## config.mk

```make
export PLATFORM = sky130hd
export DESIGN_NAME = pattern_gen_flat
export DESIGN_NICKNAME = d
export VERILOG_FILES = /design/src/rtl/pattern_pkg.sv /design/src/rtl/pattern_gen_if.sv /design/src/rtl/pattern_chk.sv /design/src/rtl/pattern_gen.sv /design/src/flat_wrapper.sv
export SDC_FILE = /design/constraint.sdc
export NUM_CORES = 1
export LEC_CHECK = 0
export ABC_AREA = 0
export BUFFER_PORTS_ARGS = -buffer_cell sky130_fd_sc_hd__buf_4
export CAP_MARGIN = 15
export CORE_MARGIN = 1.5
export CORE_UTILIZATION = 45
export CTS_CLUSTER_SIZE = 28
export DETAILED_ROUTE_END_ITERATION = 8
export PLACE_DENSITY = 0.7
export SETUP_SLACK_MARGIN = 0.05
export SLEW_MARGIN = 20
export SYNTH_ARGS = -nofsm -noshare
export SYNTH_HDL_FRONTEND = slang
export SYNTH_HIERARCHICAL = 1
export SYNTH_SLANG_ARGS = --single-unit
```

## constraint.sdc

```tcl
create_clock -name clk -period 1.68 [get_ports clk]
set_input_delay 0.336 -clock clk [delete_from_list [all_inputs] [get_ports clk]]
set_output_delay 0.336 -clock clk [all_outputs]
set_load 0.005 [all_outputs]
```

## src/rtl/pattern_pkg.sv

```systemverilog
// Shared types and constants for the BBCBC serial pattern generator and its loopback checker.
package pattern_pkg;

  typedef enum logic [1:0] {
    IDLE = 2'd0,
    SEND = 2'd1,
    GAP  = 2'd2,
    DONE = 2'd3
  } state_t;

  // B=1, C=0: the frame B,B,C,B,C sent MSB first
  localparam logic       B_BIT     = 1'b1;
  localparam logic       C_BIT     = 1'b0;
  localparam logic [4:0] PAT_BBCBC = {B_BIT, B_BIT, C_BIT, B_BIT, C_BIT};
  localparam int         PAT_LEN   = 5;

endpackage

```

## src/rtl/pattern_gen_if.sv

```systemverilog
// Control/status bundle of pattern_gen; det_count/mismatch exist only with PATTERN_GEN_CHECK_EN.
// Handshake: start is a request taken only while busy=0 (IDLE), reps is captured on that same
// edge; d/valid stream out with no backpressure; done marks the end of a completed burst.
interface pattern_gen_if
  import pattern_pkg::*;
#(
  parameter int CNT_W = 8
);

  logic             start;
  logic [CNT_W-1:0] reps;
  logic             abort;
  logic             d;
  logic             valid;
  logic             busy;
  logic             done;
  logic [CNT_W-1:0] frames_sent;
  state_t           state;
`ifdef PATTERN_GEN_CHECK_EN
  logic [CNT_W-1:0] det_count;
  logic             mismatch;

  modport master (
    output start, reps, abort,
    input  d, valid, busy, done, frames_sent, state, det_count, mismatch
  );

  modport slave (
    input  start, reps, abort,
    output d, valid, busy, done, frames_sent, state, det_count, mismatch
  );
`else
  modport master (
    output start, reps, abort,
    input  d, valid, busy, done, frames_sent, state
  );

  modport slave (
    input  start, reps, abort,
    output d, valid, busy, done, frames_sent, state
  );
`endif

endinterface

```

## src/rtl/pattern_chk.sv

```systemverilog
// Loopback detector: counts non-overlapping occurrences of PATTERN in the valid bits of a serial stream.
module pattern_chk #(
  parameter int               LEN     = 5,
  parameter logic [LEN-1:0]   PATTERN = 5'b11010,
  parameter int               CNT_W   = 8
) (
  input  logic             clk,
  input  logic             rst,
  input  logic             clear,
  input  logic             bit_in,
  input  logic             bit_valid,
  output logic [CNT_W-1:0] count
);

  localparam int FW = $clog2(LEN);

  logic [LEN-1:0] win;
  logic [LEN-1:0] shifted;
  logic [FW-1:0]  fill;
  logic           full;
  logic           hit;

  assign shifted = {win[LEN-2:0], bit_in};
  // full means LEN-1 bits are already held, so the incoming bit completes a window
  assign full    = (fill == FW'(LEN - 1));
  assign hit     = full && (shifted == PATTERN);

  always_ff @(posedge clk or negedge rst) begin
    if (!rst) begin
      win   <= '0;
      fill  <= '0;
      count <= '0;
    end else if (clear) begin
      win   <= '0;
      fill  <= '0;
      count <= '0;
    end else if (bit_valid) begin
      if (hit) begin
        // restart the window so matches never share bits
        win   <= '0;
        fill  <= '0;
        count <= count + CNT_W'(1);
      end else begin
        win  <= shifted;
        fill <= full ? fill : fill + FW'(1);
      end
    end
  end

endmodule

```

## src/rtl/pattern_gen.sv

```systemverilog
// Moore serial transmitter of REPS back-to-back PATTERN frames with GAP idle zeros between them.
// Optional loopback self-check under the PATTERN_GEN_CHECK_EN macro.
module pattern_gen
  import pattern_pkg::*;
#(
  parameter int             LEN     = PAT_LEN,
  parameter logic [LEN-1:0] PATTERN = LEN'(PAT_BBCBC),
  parameter int             GAP     = 1,
  parameter int             CNT_W   = 8
) (
  input logic          clk,
  input logic          rst,
  pattern_gen_if.slave bus
);

  localparam int             IW      = $clog2(LEN);
  localparam logic [IW-1:0]  IDX_TOP = IW'(LEN - 1);

  state_t           state;
  state_t           state_nxt;
  logic [IW-1:0]    idx;
  logic [IW-1:0]    idx_nxt;
  logic [CNT_W-1:0] frames_sent;
  logic [CNT_W-1:0] reps_q;
  logic             accept;
  logic             frame_end;
  logic             last_frame;
  logic             gap_last;

  assign accept     = (state == IDLE) && bus.start;
  assign frame_end  = (state == SEND) && (idx == '0) && !bus.abort;
  assign last_frame = ((frames_sent + CNT_W'(1)) == reps_q);

  // Gap timer only exists when frames are separated by idle cycles
  if (GAP > 0) begin : g_gap
    localparam int GW = $clog2(GAP + 1);
    logic [GW-1:0] gap_cnt;

    always_ff @(posedge clk or negedge rst) begin
      if (!rst) begin
        gap_cnt <= '0;
      end else if (state == pattern_pkg::GAP) begin
        gap_cnt <= gap_cnt + GW'(1);
      end else begin
        gap_cnt <= '0;
      end
    end

    assign gap_last = (gap_cnt == GW'(GAP - 1));
  end else begin : g_no_gap
    assign gap_last = 1'b1;
  end

  always_ff @(posedge clk or negedge rst) begin
    if (!rst) begin
      state <= IDLE;
      idx   <= '0;
    end else begin
      state <= state_nxt;
      idx   <= idx_nxt;
    end
  end

  always_comb begin
    state_nxt = state;
    idx_nxt   = idx;
    case (state)
      IDLE: begin
        // start is checked before abort, so a simultaneous abort is simply ignored here
        if (bus.start) begin
          if (bus.reps != '0) begin
            state_nxt = SEND;
            idx_nxt   = IDX_TOP;
          end else begin
            state_nxt = DONE;
          end
        end
      end
      SEND: begin
        if (bus.abort) begin
          state_nxt = IDLE;
          idx_nxt   = '0;
        end else if (idx == '0) begin
          if (last_frame) begin
            state_nxt = DONE;
          end else if (GAP > 0) begin
            state_nxt = pattern_pkg::GAP;
          end else begin
            state_nxt = SEND;
            idx_nxt   = IDX_TOP;
          end
        end else begin
          idx_nxt = idx - IW'(1);
        end
      end
      pattern_pkg::GAP: begin
        if (bus.abort) begin
          state_nxt = IDLE;
          idx_nxt   = '0;
        end else if (gap_last) begin
          state_nxt = SEND;
          idx_nxt   = IDX_TOP;
        end
      end
      DONE: begin
        state_nxt = IDLE;
      end
      default: begin
        state_nxt = IDLE;
        idx_nxt   = '0;
      end
    endcase
  end

  always_ff @(posedge clk or negedge rst) begin
    if (!rst) begin
      frames_sent <= '0;
      reps_q      <= '0;
    end else if (accept) begin
      frames_sent <= '0;
      reps_q      <= bus.reps;
    end else if (frame_end) begin
      frames_sent <= frames_sent + CNT_W'(1);
    end
  end

  assign bus.d           = (state == SEND) ? PATTERN[idx] : 1'b0;
  assign bus.valid       = (state == SEND);
  assign bus.busy        = (state != IDLE);
  assign bus.done        = (state == DONE);
  assign bus.frames_sent = frames_sent;
  assign bus.state       = state;

`ifdef PATTERN_GEN_CHECK_EN
  logic [CNT_W-1:0] det_count;
  logic             mismatch;

  pattern_chk #(
    .LEN     (LEN),
    .PATTERN (PATTERN),
    .CNT_W   (CNT_W)
  ) u_chk (
    .clk       (clk),
    .rst       (rst),
    .clear     (accept),
    .bit_in    (bus.d),
    .bit_valid (bus.valid),
    .count     (det_count)
  );

  // Every completed frame must have been seen by the detector by the time DONE is reached
  always_ff @(posedge clk or negedge rst) begin
    if (!rst) begin
      mismatch <= 1'b0;
    end else if (accept) begin
      mismatch <= 1'b0;
    end else if ((state == DONE) && (det_count != frames_sent)) begin
      mismatch <= 1'b1;
    end
  end

  assign bus.det_count = det_count;
  assign bus.mismatch  = mismatch;
`endif

endmodule

```

## src/flat_wrapper.sv

```systemverilog
// flat-port wrapper written by rule: the top's interface ports become plain ports
module pattern_gen_flat import pattern_pkg::*;
#(
  parameter int             LEN     = PAT_LEN,
  parameter logic [LEN-1:0] PATTERN = LEN'(PAT_BBCBC),
  parameter int             GAP     = 1,
  parameter int             CNT_W   = 8
)
  (clk, rst, bus_start, bus_reps, bus_abort, bus_d, bus_valid, bus_busy, bus_done, bus_frames_sent, bus_state);
  pattern_gen_if #(.CNT_W(CNT_W)) bus_i ();
  input logic clk;
  input logic rst;
  input wire logic [$bits(bus_i.start)-1:0] bus_start;
  input wire logic [$bits(bus_i.reps)-1:0] bus_reps;
  input wire logic [$bits(bus_i.abort)-1:0] bus_abort;
  output wire logic [$bits(bus_i.d)-1:0] bus_d;
  output wire logic [$bits(bus_i.valid)-1:0] bus_valid;
  output wire logic [$bits(bus_i.busy)-1:0] bus_busy;
  output wire logic [$bits(bus_i.done)-1:0] bus_done;
  output wire logic [$bits(bus_i.frames_sent)-1:0] bus_frames_sent;
  output wire logic [$bits(bus_i.state)-1:0] bus_state;
  assign bus_i.start = bus_start;
  assign bus_i.reps = bus_reps;
  assign bus_i.abort = bus_abort;
  assign bus_d = bus_i.d;
  assign bus_valid = bus_i.valid;
  assign bus_busy = bus_i.busy;
  assign bus_done = bus_i.done;
  assign bus_frames_sent = bus_i.frames_sent;
  assign bus_state = bus_i.state;
  pattern_gen #(.LEN(LEN), .PATTERN(PATTERN), .GAP(GAP), .CNT_W(CNT_W)) u_core (.clk(clk), .rst(rst), .bus(bus_i));
endmodule
```

**Word level (Yosys, flattened, before mapping)**

Memory sizes are Yosys's and may differ from the RTL's.
Cells that the tools add are included.

- Add/sub/neg operators: 3
- Magnitude comparators: 1
- Equal/unequal tests: 9
- Mux-type cells: 20
- Reduce and logical (&&, ||, !) cells: 12

Operators by type and width:

| cell | number |
|---|---|
| 2-to-1 mux 3 bit | 6 |
| 2-to-1 mux 8 bit | 2 |
| 2-to-1 mux 2 bit | 6 |
| case mux 3 bit (3 select lines) | 1 |
| adder 8 x 1 -> 8 bit (second input constant) | 1 |
| equality test 8 bit | 1 |
| case mux 2 bit (4 select lines) | 1 |
| nonzero test 8 bit | 1 |
| != test 3 bit (second input constant) | 2 |
| AND reduction 5 bit | 1 |
| equality test 2 bit (second input constant) | 2 |
| less-than comparator 3 x 4 -> 1 bit (second input constant) | 1 |
| 2-to-1 mux 1 bit | 4 |
| != test 2 bit (second input constant) | 2 |
| nonzero test 2 bit | 2 |
| logical AND 1 bit | 3 |
| zero test 3 bit | 1 |
| != test 3 x 2 -> 1 bit (second input constant) | 1 |
| AND reduction 3 bit | 1 |
| nonzero test 3 bit | 1 |
| subtractor 3 x 1 -> 3 bit (second input constant) | 1 |
| equality test 2 x 1 -> 1 bit (second input constant) | 1 |
| zero test 2 bit | 1 |
| adder 1 bit (second input constant) | 1 |
| zero test 1 bit | 1 |

- ROM bits: 8
- Memories: 1
- Bits in registers: 22
- Bits of input ports: 12

Memories:

| memory | depth | width | rd ports | clocked after Yosys merged registers in | wr ports | line | RTL |
|---|---|---|---|---|---|---|---|
| (no name shown) | 8 | 1 | 1 | 0 | 0 | pattern_gen.sv:127 | `assign bus.d = (state == SEND) ? PATTERN[idx] : 1'b0;` |

**Longest topological paths before layout**

Gate-level depths: netlist (run 1).

- Word-level depth: 6
- Depth in mapped cells: 8
- Mapped depth without buffers: 8

**Worst setup path after synthesis (run 1)**

No wires, ideal clock.

- Path kind: register -> register
- Start: reg u_core.state[0] (netlist: u_core/bus.state[0])
- End: reg u_core.idx[0]
- Arrival: 1729 ps
- Slack: -112 ps
- Required time: 1616 ps
- Setup time: 64 ps
- Cell stages (with the launch flop): 9
- Cell sequence: dfrtp_1 > inv_1 > ha_1 > inv_2 > nor2_2 > a31o_1 > a2111o_1 > nor3_1 > a21o_1

- Cells in the longest elaborated chain, start to end: 3
- Elaborated cells on any way between the ends: 10
- Those cells by class: eq/ne (6); mux (1); reduce/logical (3)

RTL lines:

| what | line | RTL |
|---|---|---|
| start: declaration | pattern_gen.sv:19 | `state_t state;` |
| start signal: assignment | pattern_gen.sv:59 | `state <= state_nxt;` |
| equality test 2 bit (tied with other cells) | pattern_gen.sv:67 | `case (state)` |
| != test 3 bit (no line) (tied with other cells) | - |  |
| AND reduction 5 bit (no line) | - |  |
| end signal: assignment | pattern_gen.sv:60 | `idx <= idx_nxt;` |
| end: declaration | pattern_gen.sv:21 | `logic [IW-1:0] idx;` |

Parallel ways exist; a longest one is shown, timed or not.
A chain may end at the register's enable or synchronous reset.

**Final worst setup path (run 1)**

- Start: reg u_core.state[0] (netlist: u_core/bus.state[0])
- End: reg u_core.idx[1]

Same word-level chain as after synthesis.

==> flow_summary.toml, run 1 <==
[yosys]
yosys-top-cells-area = "dfrtp_1 (41%), nand2_1 (8.7%), ha_1 (7.5%), xor2_1 (5.2%), nor2_1 (4.5%)"
syn_inst = 159
synthFlopType = "dfrtp_1"
yosysWarningCount = 6
ys_seq_elements = 22
async_flop_share = 1.00
ys_seq_area_frac = 0.412
synth.avg_cell_area_um2 = 8.40
ys_types = 36
syn_nets = 179
synth_top_cell_area_share = 0.412
synth_commonest_cells = "nand2_1 (31), dfrtp_1 (22), nor2_1 (16)"
netlist_area_um2 = 1340
yosys.area.top_type = "dfrtp_1"
synthMostInstantiatedCell = "nand2_1"
synth-edff-count = 0

[timing]
max_freq_mhz = 580
fin_crit_ns = 1.72
finalSetupTns_ns = -0.0955
fin_ws_ns = -0.0433
setup_viol = 4
slew_violations = 0
rsz0062_at_grt = "true"
hold_violations = 0
whs_ns = 0.210
relSlewSlack = 0.807
tightest_slew_ns = 0.287
skew_ns = 0.00789
finalCritPeriodShare = 1.03

[worst_setup_path]
cp.required_ns = 1.91
worstPathMaxFanout = 6
rr_startpoint = "u_core/bus.state[0]"
cp-start-kind = "flop"
crit_arrival_ns = 1.95
critPathKind = "flop to flop"
timing.critical_path.from = "u_core/bus.state[0]"
endpoint_kind = "flop"

[floorplan]
num_io_pins = 26
die_w_um = 57.5
fp-row-count = 19
coreArea_um2 = 2780
start_util = 0.480
dieHeight_um = 57.5
die_area_um2 = 3310

[pwr]
vdd_ir_drop_max_mv = 1.27
p_leak_nw = 0.897
p_per_area_nw_per_um2 = 1590
p_total_mw = 2.97

[clock_tree]
clk_latency_ns = 0.32
cts_sinks = 22
numCtsBuffers = 3
clk_pin_slew_worst_paths_ns = 0.14
cts_tree = "done"
cts_buffer_depth = 2
cts_root_buffer = "clkbuf_4"
htree_levels = 1

[finish]
finalInstanceArea_um2 = 1870
area_growth_pct = 39.9
instances_no_fill = 236
finalCoreUtilization = 0.672
layout.nets = 226
layout-drive-gt1-share = 0.351
insertedDiodeCount = 0

[global_route]
gr-total-overflow = 0
grt_max_degree = 23
grt_pass1_vias = 1247
antenna_found_initial = 0
grt_use_total = 0.218
grt_pass1_wl_um = 5550

[placement]
gp_congestion = 0.846
dp_slack_ns = -0.0897
post_dp_cell_area_um2 = 1660
placed_cells = 225
io_buffers = 25
dp_hpwl_um = 2590

[run]
drv_cap = 0

[routing]
avgViaCountPerCell = 5.53
drc = 0
post_drt_wl_per_cell_um = 15.5
wl_um = 3660
dr.pass1.iters = 4
dr_total_vias = 1306
drtIter0Drc = 71
ant_nets = 0

[worst_hold_path]
hp-class = "primary input to flop"
min_from = "bus_reps[7]"

[outcome]
violations = "setup timing"
outcome = "complete, but fails checks"
[worst max-delay path: stages, from the launching register on]
cell and delay, ns:
dfrtp_2 0.44, inv_2 0.08, ha_4 0.17, inv_4 0.06
nor2_4 0.04, a31o_1 0.19, a2111o_1 0.38, o31ai_1 0.27
[final cells by class]
type	instances	area, um2
fillers	226	912
inverters	12	47.5
repair buffers	46	355
flip-flops and latches	22	553
multi-input cells	121	822
well taps	31	38.8
clock buffers	3	22.5
clock inverters	1	30.0
[worst paths after layout]
| kind | to | slack [ns] | cells after the start |
|---|---|---|---|
| max | u_core/idx[1] | -0.04 | 7 |
| min | u_core/reps_q[7] | 0.21 | 3 |
| max reg2reg | u_core/idx[1] | -0.04 | 7 |
| min reg2reg | u_core/g_gap.gap_cnt | 0.46 | 1 |
| max in group asynchronous | u_core/bus.frames_sent[2] | 1.03 | 2 |
| min in group asynchronous | u_core/bus.frames_sent[0] | 0.42 | 2 |
[routing by layer]
layer,global-route usage,routed length [um],part of all wire
met5,0,0,0
met4,0.0664,95,0.026
met3,0.0408,195,0.053
met2,0.380,1800,0.49
met1,0.272,1570,0.43
[power breakdown]
part / internal [mW] / total (mW) / switching [mW] / leakage, nW
sequential: 0.701 / 0.848 / 0.148 / 0.285
clock: 0.241 / 0.418 / 0.177 / 0.0279
combinational: 0.845 / 1.71 / 0.861 / 0.584
[kinds of logic after synthesis]
| kind of cell | after synthesis | share of synthesized area |
|---|---|---|
| simple gates | 65 | 0.215 |
| xor+xnor | 12 | 0.0787 |
| compound gates | 33 | 0.150 |
| mux | 3 | 0.0225 |
| flops | 22 | 0.412 |
| fa+ha+maj | 8 | 0.0749 |
| buf+inv | 16 | 0.0468 |
[repair_timing]
action                                  CTS  global route
endpoints found under the setup margin   10            12
pin swaps                                 1             1
gates resized for setup                   4            18
buffers inserted                          3             3
hold buffers                              1             0
hold endpoints to repair                 22             0
[registers in the layout (all words and copies together) (netlist names)]
signal                  count
u_core/bus.frames_sent      8
u_core/reps_q               8
u_core/idx                  3
u_core/bus.state            2
u_core/g_gap.gap_cnt        1
[cells in the final DEF, fill, tap and decap left out, types with 2 or more instances in the layout]
cell      instances
ha_4              3
a21oi_1           7
o21ai_0           6
nor3_2            2
nor2_4            2
o21ai_1           8
clkbuf_4          3
xor2_1            7
ha_1              3
dfrtp_2           2
inv_1             8
dfrtp_1          20
buf_6             2
nand2_1          31
xnor2_1           4
inv_2             3
o22ai_1           2
buf_4            43
nand3_2           4
nor2_1           15
mux2i_1           3
ha_2              2
nand3_1           3
a31oi_1           2
Note: power is estimated with default switching activity, not from simulation.
==> run 2, diff against run 1 <==
--- a/config.mk
+++ b/config.mk
@@ -17,5 +17,4 @@
 export SLEW_MARGIN = 20
 export SYNTH_ARGS = -nofsm -noshare
 export SYNTH_HDL_FRONTEND = slang
-export SYNTH_HIERARCHICAL = 1
 export SYNTH_SLANG_ARGS = --single-unit
==> run 2 against run 1 <==
Effect of this change:
- largest cell class unchanged
- critical path type is now flop to output port
- fmax grew 3.0%
- final cell count grew 3.8%
- the run now ends clean
- first-iteration DRC count shrank 48%
==> flow_summary.toml, run 2 <==
[floorplan]
coreArea_um2 = 2780
num_io_pins = 26
die_w_um = 57.4
start_util = 0.479
dieHeight_um = 57.4
die_area_um2 = 3290
fp-row-count = 19

[yosys]
synth_commonest_cells = "nand2_1 (34), dfrtp_1 (22), nor2_1 (11)"
synth_top_cell_area_share = 0.414
yosys.area.top_type = "dfrtp_1"
synthMostInstantiatedCell = "nand2_1"
yosysWarningCount = 0
netlist_area_um2 = 1330
syn_nets = 173
ys_seq_elements = 22
synth-edff-count = 0
ys_types = 34
yosys-top-cells-area = "dfrtp_1 (41%), nand2_1 (9.6%), ha_1 (7.5%), xnor2_1 (6.6%), nor2_1 (3.1%)"
synth.avg_cell_area_um2 = 8.70
syn_inst = 153
ys_seq_area_frac = 0.414
async_flop_share = 1.00
synthFlopType = "dfrtp_1"

[placement]
dp_hpwl_um = 2450
placed_cells = 227
io_buffers = 25
post_dp_cell_area_um2 = 1750
gp_congestion = 0.884

[worst_setup_path]
cp.required_ns = 1.34
critical_path.cell_chain = "inv_2 -> ha_4 -> buf_6 -> o21a_1 -> buf_4"
critPathKind = "flop to output port"
max_stage_delay_ns = 0.44
cp_slowest_cell = "dfrtp_1"
endpoint_kind = "output port"
crit_arrival_ns = 1.34
worstPathMaxFanout = 3
path_buf_inv = 3
crit_family = "flip-flops"
cp-start-kind = "flop"

[timing]
relSlewSlack = 0.782
hold_violations = 0
finalCritPeriodShare = 0.996
fin_crit_ns = 1.67
rsz0062_at_grt = "true"
setup_viol = 0
tightest_slew_ns = 0.323
slew_violations = 0
skew_ns = 0.00313
max_freq_mhz = 598

[clock_tree]
numCtsBuffers = 3
clk_pin_slew_worst_paths_ns = 0.13
cts_sinks = 22
cts_buffer_depth = 2
cts_root_buffer = "clkbuf_4"
htree_levels = 1
cts_tree = "done"
clk_latency_ns = 0.31

[pwr]
p_per_area_nw_per_um2 = 1600
p_total_mw = 3.21
p_leak_nw = 0.943
vdd_ir_drop_max_mv = 1.43

[finish]
layout.nets = 235
layout-drive-gt1-share = 0.416
reg_top3 = "u_core.bus.frames_sent (8), u_core.reps_q (8), u_core.idx (3)"
layout_commonest_cell = "buf_4"
fillers = 201
finalInstanceArea_um2 = 2010
insertedDiodeCount = 0
instances_no_fill = 245
final_cell_mix = "buf_4 (57), nand2_1 (33), dfrtp_1 (19)"
area_growth_pct = 50.8

[routing]
drtIter0Drc = 37
avgViaCountPerCell = 5.45
dr.pass1.iters = 4
drc = 0
post_drt_wl_per_cell_um = 14.6
dr_total_vias = 1335
wl_um = 3570
ant_nets = 0

[worst_hold_path]
hp-class = "primary input to flop"

[outcome]
outcome = "finished, final reports clean"

[global_route]
grt_pass1_vias = 1277
gr-total-overflow = 0
grt_use_total = 0.230
antenna_found_initial = 0
grt_pass1_wl_um = 5870
grt_max_degree = 23

[run]
drv_cap = 0
run 2: cell count changes in the layout (fill, tap and decap cells not counted), moves of 3 or more:
cell      change
xnor2_1       +6
nor3_1        +5
nor2_1        -5
buf_4        +14
xor2_1        -3
o21ai_1       -5
o21ai_0       -3
nand4b_1      +3
mux2i_1       -3
run 2: cell families (layout without fill, tap and decap cells):
family,Yosys count,in the layout,share of synthesized area
fa+ha+maj,8,8,0.0752
xor+xnor,14,14,0.0921
compound gates,22,22,0.105
flops,22,22,0.414
buf+inv,11,72,0.0310
simple gates,76,76,0.283
run 2: worst register-to-register path, cell delays in order (launching register included):
cell	delay, ns
dfrtp_1	0.42
inv_2	0.08
ha_4	0.17
buf_6	0.11
nand2b_4	0.07
nor2_4	0.04
a2111oi_4	0.31
o21ai_1	0.11
a22o_1	0.22
run 2: per-layer routing:
layer  part of all wire  track usage
met5                  0            0
met4             0.0073       0.0498
met3              0.046       0.0272
met2               0.51        0.391
met1               0.44        0.314
run 2: through the flow:
stage | setup slack [ns] | hold WS, ns | setup TNS (ns) | utilization
finish | 0.00642 | 0.211 | 0 | 0.722
global route | -0.0513 | 0.184 | -0.183 | 0.722
CTS | 0.0284 | 0.212 | 0 | 0.696
detailed placement | -0.0545 | 0.243 | -0.0718 | 0.631
global placement | -0.00477 | 0.243 | -0.00477 | 0.631
floorplan | 0.0191 | 0.0404 | 0 | -
run 2: power breakdown:
part	switching [mW]	internal [mW]
sequential	0.172	0.714
combinational	0.872	1.04
clock	0.173	0.241
run 2: cell type report:
class | count | area (um2) | area share
sequential | 22 | 554 | 0.276
inverter | 8 | 30.0 | 0.0150
timing repair buffer | 60 | 460 | 0.229
clock inverter | 1 | 30.0 | 0.0150
clock buffer | 3 | 22.5 | 0.0112
tap | 31 | 38.8 | 0.0193
multi-input combinational | 120 | 872 | 0.434
run 2: timing repair:
item,4_1_cts,5_1_grt
pin swaps,6,5
hold endpoints to repair,22,0
resized for setup,15,9
endpoints found under the setup margin,9,13
setup buffers,8,5
hold buffers,1,0
run 2: worst paths after layout:
path	start	to	slack, ns	depth (start not counted)
setup / recovery	u_core.bus.state[1]	bus_d	0.006	5
setup reg to reg	u_core.bus.state[1]	u_core.idx[2]	0.04	8
hold / removal	bus_reps[6]	u_core.reps_q[6]	0.21	3
hold reg to reg	u_core.g_gap.gap_cnt	u_core.g_gap.gap_cnt	0.48	1
min in group asynchronous	rst	u_core.bus.state[1]	0.43	2
max in group asynchronous	rst	u_core.bus.frames_sent[4]	1.00	2
==> run 3, diff against run 2 <==
--- a/config.mk
+++ b/config.mk
@@ -12,7 +12,7 @@
 export CORE_UTILIZATION = 45
 export CTS_CLUSTER_SIZE = 28
 export DETAILED_ROUTE_END_ITERATION = 8
-export PLACE_DENSITY = 0.7
+export PLACE_DENSITY = 0.82
 export SETUP_SLACK_MARGIN = 0.05
 export SLEW_MARGIN = 20
 export SYNTH_ARGS = -nofsm -noshare
==> run 3 against run 2 <==
Effect of this change:
- the run now ends with setup timing left
- critical path depth is the same
- clock-buffer cell count grew 1
- worst setup slack lost 0.042 ns
- combinational power shrank 6%
- sequential power is essentially flat
- utilization shrank 2.2 points
- clock skew grew 0.0063 ns
- sequential share of layout area grew 0.82 points
- critical path type unchanged
- largest power group unchanged
==> flow_summary.toml, run 3 (same netlist as run 2, synthesis figures left out) <==
[clock_tree]
cts_sinks = 22
cts_tree = "done"
cts_root_buffer = "clkbuf_4"
clk_pin_slew_worst_paths_ns = 0.14
clk_latency_ns = 0.32
numCtsBuffers = 3
cts_buffer_depth = 2
htree_levels = 1

[global_route]
busiest_layer = "met2"
grt_pass1_vias = 1331
antenna_found_initial = 0
met3_usage = 0.0272
use_met2 = 0.373
met1_usage = 0.279
gr-total-overflow = 0
grt_pass1_wl_um = 5650
grt_max_degree = 23
grt_use_total = 0.220

[timing]
finalCritPeriodShare = 1.02
hold_violations = 0
fin_crit_ns = 1.72
max_freq_mhz = 583
rsz0062_at_grt = "true"
slew_violations = 0
relSlewSlack = 0.773
tightest_slew_ns = 0.335
setup_viol = 1
skew_ns = 0.00944
fin_ws_ns = -0.0355

[worst_setup_path]
r2r_slack_ns = 0.04
cp-start-kind = "flop"
critPathKind = "flop to output port"
endpoint_kind = "output port"
worstPathMaxFanout = 3
crit_arrival_ns = 1.38
cp.required_ns = 1.34

[floorplan]
die_area_um2 = 3290
coreArea_um2 = 2780
dieHeight_um = 57.4
start_util = 0.479
die_w_um = 57.4
fp-row-count = 19
num_io_pins = 26

[routing]
wl_um = 3400
dr_total_vias = 1294
drc = 0
drtIter0Drc = 53
ant_nets = 0
post_drt_wl_per_cell_um = 14.3
avgViaCountPerCell = 5.44
dr.pass1.iters = 4

[pwr]
p_total_mw = 2.95
p_leak_nw = 0.903
p_per_area_nw_per_um2 = 1520
vdd_ir_drop_max_mv = 1.17

[finish]
finalCoreUtilization = 0.700
layout_commonest_cell = "buf_4"
insertedDiodeCount = 0
multi_input_area_um2 = 886
layout-drive-gt1-share = 0.396
layout.nets = 228
final_cell_mix = "buf_4 (49), nand2_1 (33), dfrtp_1 (20)"
fillers = 194
reg_top3 = "u_core.bus.frames_sent (8), u_core.reps_q (8), u_core.idx (3)"
register_area_um2 = 553
area_growth_pct = 46.1

[run]
drv_cap = 0

[outcome]
violations = "setup timing"
outcome = "complete, but fails checks"

[worst_hold_path]
hp-class = "primary input to flop"

[placement]
io_buffers = 25
dp_hpwl_um = 2380
gp_congestion = 0.875
==> run 3: cell count changes in the layout (fill, tap and decap cells not counted), sizes merged <==
cell    previous run  this run
buf               59        52
bufinv             1         0
clkbuf             3         4
==> run 3: power breakdown <==
part / switching (mW) / internal [mW]
sequential: 0.175 / 0.714
clock: 0.175 / 0.0928
combinational: 0.842 / 0.952
total: 1.19 / 1.76
==> run 3: stage by stage <==
stage	setup TNS [ns]	hold WS, ns	cells	area [um2]	setup WS, ns
floorplan	0	0.0404	153	1380	0.0191
global placement	0	0.237	222	1720	0.00195
detailed placement	-0.277	0.242	222	1720	-0.102
CTS	-0.0441	0.209	235	1850	-0.0230
global route	-0.547	0.205	238	1950	-0.102
finish	-0.0355	0.207	238	1950	-0.0355
==> run 3: area by class of cell <==
type                    count  share of cell area
multi-input cells         120               0.455
clock buffers               4              0.0135
inverters                   8              0.0154
well taps                  31              0.0199
flip-flops and latches     22               0.284
repair buffers             53               0.212
==> run 3: critical path, cell delays in order, from the launching register on <==
cell and delay (ns):
dfrtp_1 0.44, buf_6 0.13, ha_4 0.17, buf_6 0.11
o21a_1 0.09, buf_4 0.13
==> run 3: worst paths after layout <==
path | startpoint | end | cells after the start
setup / recovery | u_core.bus.state[0] | bus_d | 5
hold reg to reg | u_core.g_gap.gap_cnt | u_core.g_gap.gap_cnt | 1
max in group asynchronous | rst | u_core.bus.frames_sent[0] | 2
setup reg to reg | u_core.bus.frames_sent[0] | u_core.bus.state[0] | 7
min in group asynchronous | rst | u_core.reps_q[1] | 2
hold / removal | bus_reps[3] | u_core.reps_q[3] | 3
==> run 3: repair_timing <==
| action | CTS | global route |
|---|---|---|
| resized for setup | 9 | 14 |
| hold endpoints to repair | 22 | 0 |
| buffers inserted | 8 | 3 |
| setup endpoints to repair | 11 | 14 |
| pin swaps | 3 | 4 |
| hold buffers | 1 | 0 |
==> run 3: layer usage <==
| layer | share of wire | vias to the layer above |
|---|---|---|
| li1 | - | 632 |
| met1 | 0.44 | 618 |
| met2 | 0.51 | 36 |
| met3 | 0.034 | 8 |
| met4 | 0.018 | 0 |
| met5 | 0 | - |
